## config.mk

```make
export PLATFORM = sky130hd
export DESIGN_NAME = pipe_ctrl_hazard_flat
export DESIGN_NICKNAME = d
export VERILOG_FILES = /design/src/rtl/pipe_ctrl_hazard_if.sv /design/src/rtl/pipe_ctrl_hazard.sv /design/src/flat_wrapper.sv
export SDC_FILE = /design/constraint.sdc
export NUM_CORES = 1
export LEC_CHECK = 0
export ABC_AREA = 1
export ABC_CLOCK_PERIOD_IN_PS = 2000
export CAP_MARGIN = 20
export CELL_PAD_IN_SITES_DETAIL_PLACEMENT = 0
export CELL_PAD_IN_SITES_GLOBAL_PLACEMENT = 1
export CORE_UTILIZATION = 30
export CTS_CLUSTER_DIAMETER = 120
export DETAILED_ROUTE_END_ITERATION = 12
export PLACE_DENSITY = 0.9
export SLEW_MARGIN = 30
export SYNTH_ARGS = -nofsm -noshare
export SYNTH_HDL_FRONTEND = slang
export SYNTH_SLANG_ARGS = --single-unit
```

## constraint.sdc

```tcl
create_clock -name clk_i -period 2 [get_ports clk_i]
set_input_delay 0.4 -clock clk_i [delete_from_list [all_inputs] [get_ports clk_i]]
set_output_delay 0.4 -clock clk_i [all_outputs]
set_load 0.05 [all_outputs]
```

## src/rtl/pipe_ctrl_hazard_if.sv

```systemverilog
// Decoder-to-hazard-unit bundle: control bits and register fields of the
// instruction in ID go in; PC/IF-ID steering and the staged control come out.
interface pipe_ctrl_hazard_if #(
  parameter int REG_W = 5,
  parameter int CNT_W = 16
);
  logic             RegDst_i;
  logic             ALUSrc_i;
  logic             RegWrite_i;
  logic             MemtoReg_i;
  logic             MemWrite_i;
  logic             Branch_i;
  logic             Jump_i;
  logic             ExtOp_i;
  logic [1:0]       ALUOp_i;
  logic [REG_W-1:0] rs_i;
  logic [REG_W-1:0] rt_i;
  logic [REG_W-1:0] rd_i;
  logic             Zero_i;

  logic             PCWrite_o;
  logic             IFIDWrite_o;
  logic             IFIDFlush_o;
  logic             PCSrc_o;
  logic             JumpSel_o;

  logic             ex_RegDst_o;
  logic             ex_ALUSrc_o;
  logic             ex_ExtOp_o;
  logic             ex_Branch_o;
  logic             ex_MemWrite_o;
  logic             ex_MemtoReg_o;
  logic             ex_RegWrite_o;
  logic [1:0]       ex_ALUOp_o;
  logic [REG_W-1:0] ex_wreg_o;

  logic             mem_RegWrite_o;
  logic             mem_MemtoReg_o;
  logic             mem_MemWrite_o;
  logic [REG_W-1:0] mem_wreg_o;

  logic             wb_RegWrite_o;
  logic             wb_MemtoReg_o;
  logic [REG_W-1:0] wb_wreg_o;

  logic [CNT_W-1:0] stall_cnt_o;

  modport master (
    output RegDst_i, ALUSrc_i, RegWrite_i, MemtoReg_i, MemWrite_i, Branch_i,
           Jump_i, ExtOp_i, ALUOp_i, rs_i, rt_i, rd_i, Zero_i,
    input  PCWrite_o, IFIDWrite_o, IFIDFlush_o, PCSrc_o, JumpSel_o,
           ex_RegDst_o, ex_ALUSrc_o, ex_ExtOp_o, ex_Branch_o, ex_MemWrite_o,
           ex_MemtoReg_o, ex_RegWrite_o, ex_ALUOp_o, ex_wreg_o,
           mem_RegWrite_o, mem_MemtoReg_o, mem_MemWrite_o, mem_wreg_o,
           wb_RegWrite_o, wb_MemtoReg_o, wb_wreg_o, stall_cnt_o
  );

  modport slave (
    input  RegDst_i, ALUSrc_i, RegWrite_i, MemtoReg_i, MemWrite_i, Branch_i,
           Jump_i, ExtOp_i, ALUOp_i, rs_i, rt_i, rd_i, Zero_i,
    output PCWrite_o, IFIDWrite_o, IFIDFlush_o, PCSrc_o, JumpSel_o,
           ex_RegDst_o, ex_ALUSrc_o, ex_ExtOp_o, ex_Branch_o, ex_MemWrite_o,
           ex_MemtoReg_o, ex_RegWrite_o, ex_ALUOp_o, ex_wreg_o,
           mem_RegWrite_o, mem_MemtoReg_o, mem_MemWrite_o, mem_wreg_o,
           wb_RegWrite_o, wb_MemtoReg_o, wb_wreg_o, stall_cnt_o
  );
endinterface

```

## src/rtl/pipe_ctrl_hazard.sv

```systemverilog
// Control pipeline and hazard unit of the 5-stage core: carries decoder
// control bits ID -> EX -> MEM -> WB, inserts load-use bubbles and flushes
// IF/ID on taken beq (resolved in EX) and j (resolved in ID).
module pipe_ctrl_hazard #(
  parameter int REG_W = 5,
  parameter int CNT_W = 16
) (
  input  logic              clk_i,
  input  logic              rst_i,
  pipe_ctrl_hazard_if.slave bus
);

  // Saturating +1 for the stall-cycle counter.
  function automatic logic [CNT_W-1:0] sat_inc(input logic [CNT_W-1:0] v);
    if (&v) return v;
    return v + {{(CNT_W-1){1'b0}}, 1'b1};
  endfunction

  // ---- ID stage (p0): hazard detection on current decoder outputs ----
  logic uses_rt_p0;
  logic load_use_p0;
  logic taken_p0;
  logic bubble_p0;
  logic pc_write_p0;
  logic ifid_write_p0;
  logic ifid_flush_p0;
  logic pc_src_p0;
  logic jump_sel_p0;

  // ---- ID/EX register (p1) ----
  logic             regdst_p1;
  logic             alusrc_p1;
  logic             extop_p1;
  logic             branch_p1;
  logic             memwrite_p1;
  logic             memtoreg_p1;
  logic             regwrite_p1;
  logic [1:0]       aluop_p1;
  logic [REG_W-1:0] wreg_p1;
  logic [REG_W-1:0] rt_p1;

  // ---- EX/MEM register (p2) ----
  logic             regwrite_p2;
  logic             memtoreg_p2;
  logic             memwrite_p2;
  logic [REG_W-1:0] wreg_p2;

  // ---- MEM/WB register (p3) ----
  logic             regwrite_p3;
  logic             memtoreg_p3;
  logic [REG_W-1:0] wreg_p3;

  logic [CNT_W-1:0] stall_cnt;

  // A load in EX only hurts if ID actually reads its destination; a jump in
  // ID reads no registers, and $0 is never a real dependency.
  assign uses_rt_p0  = bus.RegDst_i | bus.MemWrite_i | bus.Branch_i;
  assign load_use_p0 = memtoreg_p1 & regwrite_p1 & (rt_p1 != '0) & ~bus.Jump_i &
                       ((rt_p1 == bus.rs_i) | (uses_rt_p0 & (rt_p1 == bus.rt_i)));
  assign taken_p0    = branch_p1 & bus.Zero_i;

  // Steering decision: taken branch beats load-use stall beats jump.
  always_comb begin
    pc_write_p0   = 1'b1;
    ifid_write_p0 = 1'b1;
    ifid_flush_p0 = 1'b0;
    pc_src_p0     = 1'b0;
    jump_sel_p0   = 1'b0;
    bubble_p0     = 1'b0;
    if (taken_p0) begin
      pc_src_p0     = 1'b1;
      ifid_flush_p0 = 1'b1;
      bubble_p0     = 1'b1;
    end else if (load_use_p0) begin
      pc_write_p0   = 1'b0;
      ifid_write_p0 = 1'b0;
      bubble_p0     = 1'b1;
    end else if (bus.Jump_i) begin
      jump_sel_p0   = 1'b1;
      ifid_flush_p0 = 1'b1;
    end
  end

  // ID/EX: load decoder bits, or a bubble; a jump never writes, stores or branches.
  always_ff @(posedge clk_i) begin
    if (rst_i || bubble_p0) begin
      regdst_p1   <= 1'b0;
      alusrc_p1   <= 1'b0;
      extop_p1    <= 1'b0;
      branch_p1   <= 1'b0;
      memwrite_p1 <= 1'b0;
      memtoreg_p1 <= 1'b0;
      regwrite_p1 <= 1'b0;
      aluop_p1    <= 2'b00;
      wreg_p1     <= '0;
      rt_p1       <= '0;
    end else begin
      regdst_p1   <= bus.RegDst_i;
      alusrc_p1   <= bus.ALUSrc_i;
      extop_p1    <= bus.ExtOp_i;
      branch_p1   <= bus.Branch_i & ~bus.Jump_i;
      memwrite_p1 <= bus.MemWrite_i & ~bus.Jump_i;
      memtoreg_p1 <= bus.MemtoReg_i;
      regwrite_p1 <= bus.RegWrite_i & ~bus.Jump_i;
      aluop_p1    <= bus.ALUOp_i;
      wreg_p1     <= bus.RegDst_i ? bus.rd_i : bus.rt_i;
      rt_p1       <= bus.rt_i;
    end
  end

  // EX/MEM and MEM/WB advance unconditionally every cycle.
  always_ff @(posedge clk_i) begin
    if (rst_i) begin
      regwrite_p2 <= 1'b0;
      memtoreg_p2 <= 1'b0;
      memwrite_p2 <= 1'b0;
      wreg_p2     <= '0;
      regwrite_p3 <= 1'b0;
      memtoreg_p3 <= 1'b0;
      wreg_p3     <= '0;
    end else begin
      regwrite_p2 <= regwrite_p1;
      memtoreg_p2 <= memtoreg_p1;
      memwrite_p2 <= memwrite_p1;
      wreg_p2     <= wreg_p1;
      regwrite_p3 <= regwrite_p2;
      memtoreg_p3 <= memtoreg_p2;
      wreg_p3     <= wreg_p2;
    end
  end

  // Count cycles actually lost to load-use stalls (a taken branch overrides).
  always_ff @(posedge clk_i) begin
    if (rst_i) begin
      stall_cnt <= '0;
    end else if (load_use_p0 && !taken_p0) begin
      stall_cnt <= sat_inc(stall_cnt);
    end
  end

  assign bus.PCWrite_o      = pc_write_p0;
  assign bus.IFIDWrite_o    = ifid_write_p0;
  assign bus.IFIDFlush_o    = ifid_flush_p0;
  assign bus.PCSrc_o        = pc_src_p0;
  assign bus.JumpSel_o      = jump_sel_p0;

  assign bus.ex_RegDst_o    = regdst_p1;
  assign bus.ex_ALUSrc_o    = alusrc_p1;
  assign bus.ex_ExtOp_o     = extop_p1;
  assign bus.ex_Branch_o    = branch_p1;
  assign bus.ex_MemWrite_o  = memwrite_p1;
  assign bus.ex_MemtoReg_o  = memtoreg_p1;
  assign bus.ex_RegWrite_o  = regwrite_p1;
  assign bus.ex_ALUOp_o     = aluop_p1;
  assign bus.ex_wreg_o      = wreg_p1;

  assign bus.mem_RegWrite_o = regwrite_p2;
  assign bus.mem_MemtoReg_o = memtoreg_p2;
  assign bus.mem_MemWrite_o = memwrite_p2;
  assign bus.mem_wreg_o     = wreg_p2;

  assign bus.wb_RegWrite_o  = regwrite_p3;
  assign bus.wb_MemtoReg_o  = memtoreg_p3;
  assign bus.wb_wreg_o      = wreg_p3;

  assign bus.stall_cnt_o    = stall_cnt;

endmodule

```

## src/flat_wrapper.sv

```systemverilog
// flat-port wrapper written by rule: the top's interface ports become plain ports
module pipe_ctrl_hazard_flat 
#(
  parameter int REG_W = 5,
  parameter int CNT_W = 16
)
  (clk_i, rst_i, bus_RegDst_i, bus_ALUSrc_i, bus_RegWrite_i, bus_MemtoReg_i, bus_MemWrite_i, bus_Branch_i, bus_Jump_i, bus_ExtOp_i, bus_ALUOp_i, bus_rs_i, bus_rt_i, bus_rd_i, bus_Zero_i, bus_PCWrite_o, bus_IFIDWrite_o, bus_IFIDFlush_o, bus_PCSrc_o, bus_JumpSel_o, bus_ex_RegDst_o, bus_ex_ALUSrc_o, bus_ex_ExtOp_o, bus_ex_Branch_o, bus_ex_MemWrite_o, bus_ex_MemtoReg_o, bus_ex_RegWrite_o, bus_ex_ALUOp_o, bus_ex_wreg_o, bus_mem_RegWrite_o, bus_mem_MemtoReg_o, bus_mem_MemWrite_o, bus_mem_wreg_o, bus_wb_RegWrite_o, bus_wb_MemtoReg_o, bus_wb_wreg_o, bus_stall_cnt_o);
  pipe_ctrl_hazard_if #(.REG_W(REG_W), .CNT_W(CNT_W)) bus_i ();
  input  logic clk_i;
  input  logic rst_i;
  input wire logic [$bits(bus_i.RegDst_i)-1:0] bus_RegDst_i;
  input wire logic [$bits(bus_i.ALUSrc_i)-1:0] bus_ALUSrc_i;
  input wire logic [$bits(bus_i.RegWrite_i)-1:0] bus_RegWrite_i;
  input wire logic [$bits(bus_i.MemtoReg_i)-1:0] bus_MemtoReg_i;
  input wire logic [$bits(bus_i.MemWrite_i)-1:0] bus_MemWrite_i;
  input wire logic [$bits(bus_i.Branch_i)-1:0] bus_Branch_i;
  input wire logic [$bits(bus_i.Jump_i)-1:0] bus_Jump_i;
  input wire logic [$bits(bus_i.ExtOp_i)-1:0] bus_ExtOp_i;
  input wire logic [$bits(bus_i.ALUOp_i)-1:0] bus_ALUOp_i;
  input wire logic [$bits(bus_i.rs_i)-1:0] bus_rs_i;
  input wire logic [$bits(bus_i.rt_i)-1:0] bus_rt_i;
  input wire logic [$bits(bus_i.rd_i)-1:0] bus_rd_i;
  input wire logic [$bits(bus_i.Zero_i)-1:0] bus_Zero_i;
  output wire logic [$bits(bus_i.PCWrite_o)-1:0] bus_PCWrite_o;
  output wire logic [$bits(bus_i.IFIDWrite_o)-1:0] bus_IFIDWrite_o;
  output wire logic [$bits(bus_i.IFIDFlush_o)-1:0] bus_IFIDFlush_o;
  output wire logic [$bits(bus_i.PCSrc_o)-1:0] bus_PCSrc_o;
  output wire logic [$bits(bus_i.JumpSel_o)-1:0] bus_JumpSel_o;
  output wire logic [$bits(bus_i.ex_RegDst_o)-1:0] bus_ex_RegDst_o;
  output wire logic [$bits(bus_i.ex_ALUSrc_o)-1:0] bus_ex_ALUSrc_o;
  output wire logic [$bits(bus_i.ex_ExtOp_o)-1:0] bus_ex_ExtOp_o;
  output wire logic [$bits(bus_i.ex_Branch_o)-1:0] bus_ex_Branch_o;
  output wire logic [$bits(bus_i.ex_MemWrite_o)-1:0] bus_ex_MemWrite_o;
  output wire logic [$bits(bus_i.ex_MemtoReg_o)-1:0] bus_ex_MemtoReg_o;
  output wire logic [$bits(bus_i.ex_RegWrite_o)-1:0] bus_ex_RegWrite_o;
  output wire logic [$bits(bus_i.ex_ALUOp_o)-1:0] bus_ex_ALUOp_o;
  output wire logic [$bits(bus_i.ex_wreg_o)-1:0] bus_ex_wreg_o;
  output wire logic [$bits(bus_i.mem_RegWrite_o)-1:0] bus_mem_RegWrite_o;
  output wire logic [$bits(bus_i.mem_MemtoReg_o)-1:0] bus_mem_MemtoReg_o;
  output wire logic [$bits(bus_i.mem_MemWrite_o)-1:0] bus_mem_MemWrite_o;
  output wire logic [$bits(bus_i.mem_wreg_o)-1:0] bus_mem_wreg_o;
  output wire logic [$bits(bus_i.wb_RegWrite_o)-1:0] bus_wb_RegWrite_o;
  output wire logic [$bits(bus_i.wb_MemtoReg_o)-1:0] bus_wb_MemtoReg_o;
  output wire logic [$bits(bus_i.wb_wreg_o)-1:0] bus_wb_wreg_o;
  output wire logic [$bits(bus_i.stall_cnt_o)-1:0] bus_stall_cnt_o;
  assign bus_i.RegDst_i = bus_RegDst_i;
  assign bus_i.ALUSrc_i = bus_ALUSrc_i;
  assign bus_i.RegWrite_i = bus_RegWrite_i;
  assign bus_i.MemtoReg_i = bus_MemtoReg_i;
  assign bus_i.MemWrite_i = bus_MemWrite_i;
  assign bus_i.Branch_i = bus_Branch_i;
  assign bus_i.Jump_i = bus_Jump_i;
  assign bus_i.ExtOp_i = bus_ExtOp_i;
  assign bus_i.ALUOp_i = bus_ALUOp_i;
  assign bus_i.rs_i = bus_rs_i;
  assign bus_i.rt_i = bus_rt_i;
  assign bus_i.rd_i = bus_rd_i;
  assign bus_i.Zero_i = bus_Zero_i;
  assign bus_PCWrite_o = bus_i.PCWrite_o;
  assign bus_IFIDWrite_o = bus_i.IFIDWrite_o;
  assign bus_IFIDFlush_o = bus_i.IFIDFlush_o;
  assign bus_PCSrc_o = bus_i.PCSrc_o;
  assign bus_JumpSel_o = bus_i.JumpSel_o;
  assign bus_ex_RegDst_o = bus_i.ex_RegDst_o;
  assign bus_ex_ALUSrc_o = bus_i.ex_ALUSrc_o;
  assign bus_ex_ExtOp_o = bus_i.ex_ExtOp_o;
  assign bus_ex_Branch_o = bus_i.ex_Branch_o;
  assign bus_ex_MemWrite_o = bus_i.ex_MemWrite_o;
  assign bus_ex_MemtoReg_o = bus_i.ex_MemtoReg_o;
  assign bus_ex_RegWrite_o = bus_i.ex_RegWrite_o;
  assign bus_ex_ALUOp_o = bus_i.ex_ALUOp_o;
  assign bus_ex_wreg_o = bus_i.ex_wreg_o;
  assign bus_mem_RegWrite_o = bus_i.mem_RegWrite_o;
  assign bus_mem_MemtoReg_o = bus_i.mem_MemtoReg_o;
  assign bus_mem_MemWrite_o = bus_i.mem_MemWrite_o;
  assign bus_mem_wreg_o = bus_i.mem_wreg_o;
  assign bus_wb_RegWrite_o = bus_i.wb_RegWrite_o;
  assign bus_wb_MemtoReg_o = bus_i.wb_MemtoReg_o;
  assign bus_wb_wreg_o = bus_i.wb_wreg_o;
  assign bus_stall_cnt_o = bus_i.stall_cnt_o;
  pipe_ctrl_hazard #(.REG_W(REG_W), .CNT_W(CNT_W)) u_core (.clk_i(clk_i), .rst_i(rst_i), .bus(bus_i));
endmodule
```

==> results.cfg, run 1 <==
[placement]
io_buffers = 77
place_congestion = 0.8575
dp_hpwl_um = 4193
placedInstanceArea_um2 = 3172

[global_route]
grt_pass1_vias = 1946
grt_use_total_pct = 14.99
antenna_found_initial = 0
grt_pass1_wl_um = 8832
grt_max_degree = 20
gr-total-overflow = 0

[pwr]
share_seq_of_total_power_pct = 52.3
p_leak_uw = 0.001555
peakVddDrop_uv = 332.8
pwr-share-clk_pct = 30.5
p_switching_uw = 576.3
intPower_uw = 1423
switching_share_pct = 28.82
power_density_nw_per_um2 = 607.8
combPwrFrac_pct = 17.2

[sta]
hold_viol = 0
period_share_pct = 97.04
max_freq_mhz = 515.3
rsz0062_at_grt = no
post-route-min-period_ns = 1.941
setup_viol = 0
holdWs_ns = 0.3645
worst_pin_slew_ns = 0.5191
relSlewSlack_pct = 65.28
drv_slew = 0
finClkSkew_ns = 0.01191

[floorplanning]
die_y_um = 86.75
core-area_um2 = 6869
die_width_um = 86.75
top_level_ports = 78
fp-row-count = 30
dieArea_um2 = 7525
initial_core_util_pct = 31.37

[clock_tree]
clockBufferDepth = 2
cts.clk_slew.worst_paths_ns = 0.10
cts.sinks = 50
cts_tree = yes
clkLatencyLatePin_ns = 0.31
clockRootBuffer = clkbuf_8
cts_buffers = 5
h-tree-depth = 2

[final_layout]
fill_cells = 691
final_area_um2 = 3289
final_cell_mix = 91 x nor2_1, 80 x nand2_1, 50 x clkdlybuf4s50_1
layout_commonest_cell = nor2_1
drive_above_1_share_pct = 13.64
areaGrowthSynthToFinish_pct = 52.67
layout.nets = 446
n_antenna_cell = 0

[worst_setup_path]
setup.worst_path.end_class = output port
path_class = reg -> out
arrival_ns = 1.54
cpPeakStageDelay_ns = 0.83
path_max_fanout = 5
path_buf_inv = 1
cp_data_required_time_ns = 1.60
cp_cell_sequence = clkdlybuf4s50_1
crit_family = buffers and inverters
cp-start-kind = flop
crit_path_top_delay_cell = clkdlybuf4s50_1

[route]
drtAntennaViolNets = 0
drt_pass1_iterations = 4
num_vias = 2121
wire_per_inst_um = 10.21
routed_wirelength_um = 5247
via_per_inst = 4.126
drtIter0Drc = 63
drc = 0

[synthesis]
ys_seq_elements = 50
synth_area_um2 = 2155
postSynthCellCount = 323
ys_warn_count = 0
ys_seq_area_share_pct = 46.46
synth.distinct_cells = 24
synth_nets = 352
avgSynthCellArea_um2 = 6.670

[job]
max-cap-violations = 0

[outcome]
status = completed

[hold_path]
hold_class = in -> reg
## routing by layer
metal  part of all wire [%]  vias up  GRT usage, %
met4                    1.0        0         4.242
met1                     46      929         18.56
met2                     49       46         26.26
li1                       -     1141             -
met3                    4.3        5         3.143
met5                      0        -             0
## power by group through the flow
stage                     logic (µW)  clock network (µW)  registers (µW)
after floorplan                 97.8                   0            1160
after global placement           349                   0            1070
after detailed placement         351                   0            1070
after CTS                        348                 634            1040
after global routing             372                 659            1050
final                            344                 610            1050
## timing repair
action	in CTS	in global routing
endpoints found under the setup margin	3	8
hold buffers	0	0
buffers inserted	2	0
pin swaps	6	4
gates resized for setup	10	11
## logic make-up after synthesis
kind of cell               count (synthesis)  synth area share [%]
adders and majority gates                  1                0.5806
AOI/OAI and AO/OA                          9                 2.729
and+or+nand+nor                          203                 38.97
DFF                                       50                 46.46
buffers and inverters                     59                 10.86
xor gates and xnor gates                   1                0.4066
## cells in the mapped netlist
cell	n	share of area, %
dfxtp_1	50	46
clkbuf_1	4	0.70
nand2_2	2	0.58
ha_1	1	0.58
nor2_2	6	1.7
buf_6	1	0.52
nand3_2	1	0.46
buf_2	1	0.23
nand2_1	80	14
nand3b_1	3	1.0
o21bai_2	2	1.0
inv_2	5	0.87
nor2_1	92	16
xnor2_1	1	0.41
nand3_4	1	0.81
clkinv_1	1	0.17
buf_4	1	0.35
inv_1	46	8.0
o21ai_0	1	0.23
a21oi_1	5	1.2
nand3_1	13	3.0
a31oi_1	1	0.29
nor3_1	2	0.46
nand4_1	3	0.87
## per-stage QoR
step / total power (µW) / std cells / TNS, ns / util (%) / setup WS (ns)
2_1_floorplan: 1254 / 323 / 0 / - / 0.06503
3_3_place_gp: 1416 / 504 / -0.7507 / 46.17 / -0.06810
3_5_place_dp: 1419 / 504 / -1.232 / 46.17 / -0.1189
4_1_cts: 2026 / 514 / 0 / 47.56 / 0.02045
5_1_grt: 2081 / 514 / 0 / 47.89 / 0.006657
6_report: 1999 / 514 / 0 / 47.89 / 0.05925
## registers in the layout, summed over array words and instances (netlist names), 2 cells and up
name,cells
u_core.bus.ex_ALUOp_o,2
u_core.bus.ex_wreg_o,5
u_core.bus.mem_wreg_o,5
u_core.bus.stall_cnt_o,16
u_core.bus.wb_wreg_o,5
u_core.rt_p1,5
## worst paths after layout
path,depth (start not counted),slack (ns),startpoint,end
worst max-delay path,1,0.06,u_core.bus.stall_cnt_o[10],bus_stall_cnt_o[10]
worst max register to register,10,0.28,u_core.bus.stall_cnt_o[0],u_core.bus.stall_cnt_o[0]
worst min-delay path,3,0.36,bus_Branch_i,u_core.bus.ex_Branch_o
worst min register to register,2,0.43,u_core.bus.mem_wreg_o[1],u_core.bus.wb_wreg_o[1]
## area by class of cell
class	count	area [µm²]	area share [%]
clock buffer	5	68.82	2.092
tap	96	120.1	3.652
multi-input combinational	214	922.1	28.03
inverter	52	195.2	5.934
timing repair buffer	94	953.4	28.98
sequential	50	1006	30.58
clock inverter	3	23.77	0.7227
Power figures use the tool's default switching activity.
==> inputs of run 2 (changes only) <==
--- a/config.mk
+++ b/config.mk
@@ -10,10 +10,11 @@
 export CAP_MARGIN = 20
 export CELL_PAD_IN_SITES_DETAIL_PLACEMENT = 0
 export CELL_PAD_IN_SITES_GLOBAL_PLACEMENT = 1
-export CORE_UTILIZATION = 30
+export CORE_UTILIZATION = 35
 export CTS_CLUSTER_DIAMETER = 120
 export DETAILED_ROUTE_END_ITERATION = 12
-export PLACE_DENSITY = 0.9
+export DONT_BUFFER_PORTS = 1
+export PLACE_DENSITY = 0.77
 export SLEW_MARGIN = 30
 export SYNTH_ARGS = -nofsm -noshare
 export SYNTH_HDL_FRONTEND = slang
==> results.cfg, run 2 (same netlist as run 1, synthesis figures left out) <==
[worst_setup_path]
path_class = reg -> out
crit_start = u_core.rt_p1[3]
arrival_ns = 1.50
crit_family = simple AND/OR/NAND/NOR gates
reg2reg_setup_slack_ns = 0.33
path_max_fanout = 6
reg2reg_depth = 13
cp-start-kind = flop
critPathCapture = bus_PCWrite_o
cpPeakStageDelay_ns = 0.38
cp_data_required_time_ns = 1.60
cp_cell_sequence = inv_2 -> nand2_1 -> nand2_1 -> nor2_1 -> nand3_1 -> nand2_2 -> nand3_4 -> buf_12
crit-reg2reg-launch = u_core.rt_p1[3]
worstSetupPathDepth = 8
r2r-end = u_core.bus.stall_cnt_o[3]
crit_top_cell = nand2_1
setup.worst_path.end_class = output port
crit_path_top_delay_cell = dfxtp_1
path_buf_inv = 2

[floorplanning]
top_level_ports = 78
die_y_um = 80.46
fp-row-count = 28
die_width_um = 80.46
core-area_um2 = 5921
initial_core_util_pct = 36.39
dieArea_um2 = 6474

[route]
drc = 0
num_vias = 1873
wire_per_inst_um = 11.44
routed_wirelength_um = 4885
via_per_inst = 4.386
drt_pass1_iterations = 4
drtAntennaViolNets = 0
drtIter0Drc = 44

[clock_tree]
cts.clk_slew.worst_paths_ns = 0.10
cts_buffers = 5
cts_tree = yes
h-tree-depth = 2
clockRootBuffer = clkbuf_8
holdBufCountCts = 0
clkLatencyLatePin_ns = 0.31
clockBufferDepth = 2
cts.sinks = 50

[pwr]
peakVddDrop_uv = 347.0
power_density_nw_per_um2 = 784.0
p_leak_uw = 0.001195

[sta]
fin_setup_tns_ns = 0
post-route-min-period_ns = 1.898
finClkSkew_ns = 0.006733
worst_pin_slew_ns = 0.5668
period_share_pct = 94.89
setup_viol = 0
max_freq_mhz = 526.9
relSlewSlack_pct = 62.16
hold_viol = 0
drv_slew = 0

[final_layout]
largest_reg_flops = 16
areaGrowthSynthToFinish_pct = 18.70
final_area_um2 = 2557
multi_input_area_um2 = 922.1
drive_above_1_share_pct = 16.48
seqCellArea_um2 = 1006
n_antenna_cell = 0
fill_cells = 638
final_cell_mix = 91 x nor2_1, 80 x nand2_1, 46 x inv_1, 46 x dfxtp_1, 27 x buf_4
layout.nets = 380
layout_commonest_cell = nor2_1
post-route-util_pct = 43.20

[job]
max-cap-violations = 0

[global_route]
grt_pass1_vias = 1758
grt_max_degree = 20
grt_use_total_pct = 15.75
antenna_found_initial = 0
grt_pass1_wl_um = 7659
gr-total-overflow = 0

[placement]
placedInstanceArea_um2 = 2420
dp_hpwl_um = 3813
place_congestion = 0.7793
io_buffers = 0

[hold_path]
hold_class = in -> reg

[outcome]
status = completed
-- run 2: cell types whose count changed in the layout (fill, tap and decap cells not counted), moves of 5 or more --
cell | previous run | this run
clkdlybuf4s50_1 | 50 | 0
dlygate4sd2_1 | 10 | 0
dlymetal6s2s_1 | 7 | 0
buf_4 | 21 | 27
buf_12 | 6 | 1
-- run 2: what timing repair did --
action	4_1_cts	5_1_grt
setup buffers	0	2
endpoints found under the setup margin	0	2
resized for setup	0	4
-- run 2: report_power, final --
| part | switching, µW | total [µW] | internal (µW) |
|---|---|---|---|
| registers | 101 | 1130 | 1030 |
| logic | 84.7 | 127 | 42.7 |
| clock network | 367 | 749 | 381 |
| total | 553 | 2000 | 1450 |
-- run 2: per-layer routing --
metal  GRT usage (%)  wire length [µm]  vias up  part of all wire, %
met5               0                 0        -                    0
li1                -                 -     1008                    -
met2           26.36              2197       46                   45
met3           5.000               314        7                  6.4
met1           18.78              2308      812                   47
met4           5.536                63        0                  1.3
-- run 2: worst register-to-register path: stages (launching register included) --
cell     delay (ns)
dfxtp_1        0.38
inv_2          0.06
nand2_1        0.05
nand2_1        0.05
nor2_1         0.10
nand3_1        0.09
nand2_2        0.13
nand3_4        0.13
buf_4          0.17
buf_4          0.14
nor2_1         0.12
nand2_1        0.06
nand2_1        0.05
nor2_1         0.04
-- run 2: how the worst min path moves through the flow --
stage | from | endpoint | slack (ns) | depth (start not counted)
2_1_floorplan | bus_ALUOp_i[0] | u_core.bus.ex_ALUOp_o[0] | 0.51 | 2
3_5_place_dp | u_core.bus.ex_MemtoReg_o | u_core.bus.mem_MemtoReg_o | 0.46 | 2
3_3_place_gp | u_core.bus.ex_MemtoReg_o | u_core.bus.mem_MemtoReg_o | 0.46 | 2
4_1_cts | rst_i | u_core.bus.mem_wreg_o[4] | 0.14 | 1
5_1_grt | rst_i | u_core.bus.wb_MemtoReg_o | 0.13 | 1
6_report | rst_i | u_core.bus.mem_MemWrite_o | 0.15 | 1
-- run 2: through the flow --
| step | worst slack (ns) | hold WS [ns] | std cells | power, µW |
|---|---|---|---|---|
| after detailed placement | 0.3552 | 0.4602 | 417 | 1281 |
| after global placement | 0.3333 | 0.4566 | 417 | 1279 |
| after CTS | 0.03939 | 0.1400 | 425 | 2030 |
| final | 0.1023 | 0.1507 | 427 | 2005 |
| after floorplan | 0.06503 | 0.5122 | 323 | 1254 |
| after global routing | -0.0009209 | 0.1256 | 427 | 2087 |
-- run 2: cell type report --
cell class	instances	area share [%]
repair buffers	28	8.708
well taps	75	3.669
multi-input cells	214	36.06
flip-flops and latches	50	39.33
clock buffers	5	2.691
inverters	52	7.632
clock inverters	3	1.908
==> inputs of run 3 (changes only) <==
--- a/config.mk
+++ b/config.mk
@@ -6,7 +6,6 @@
 export NUM_CORES = 1
 export LEC_CHECK = 0
 export ABC_AREA = 1
-export ABC_CLOCK_PERIOD_IN_PS = 2000
 export CAP_MARGIN = 20
 export CELL_PAD_IN_SITES_DETAIL_PLACEMENT = 0
 export CELL_PAD_IN_SITES_GLOBAL_PLACEMENT = 1
@@ -15,6 +14,7 @@
 export DETAILED_ROUTE_END_ITERATION = 12
 export DONT_BUFFER_PORTS = 1
 export PLACE_DENSITY = 0.77
+export SKIP_LAST_GASP = 1
 export SLEW_MARGIN = 30
 export SYNTH_ARGS = -nofsm -noshare
 export SYNTH_HDL_FRONTEND = slang
==> results of run 3 <==
No change in the layout: final DEF, timing and power equal those of run 2.
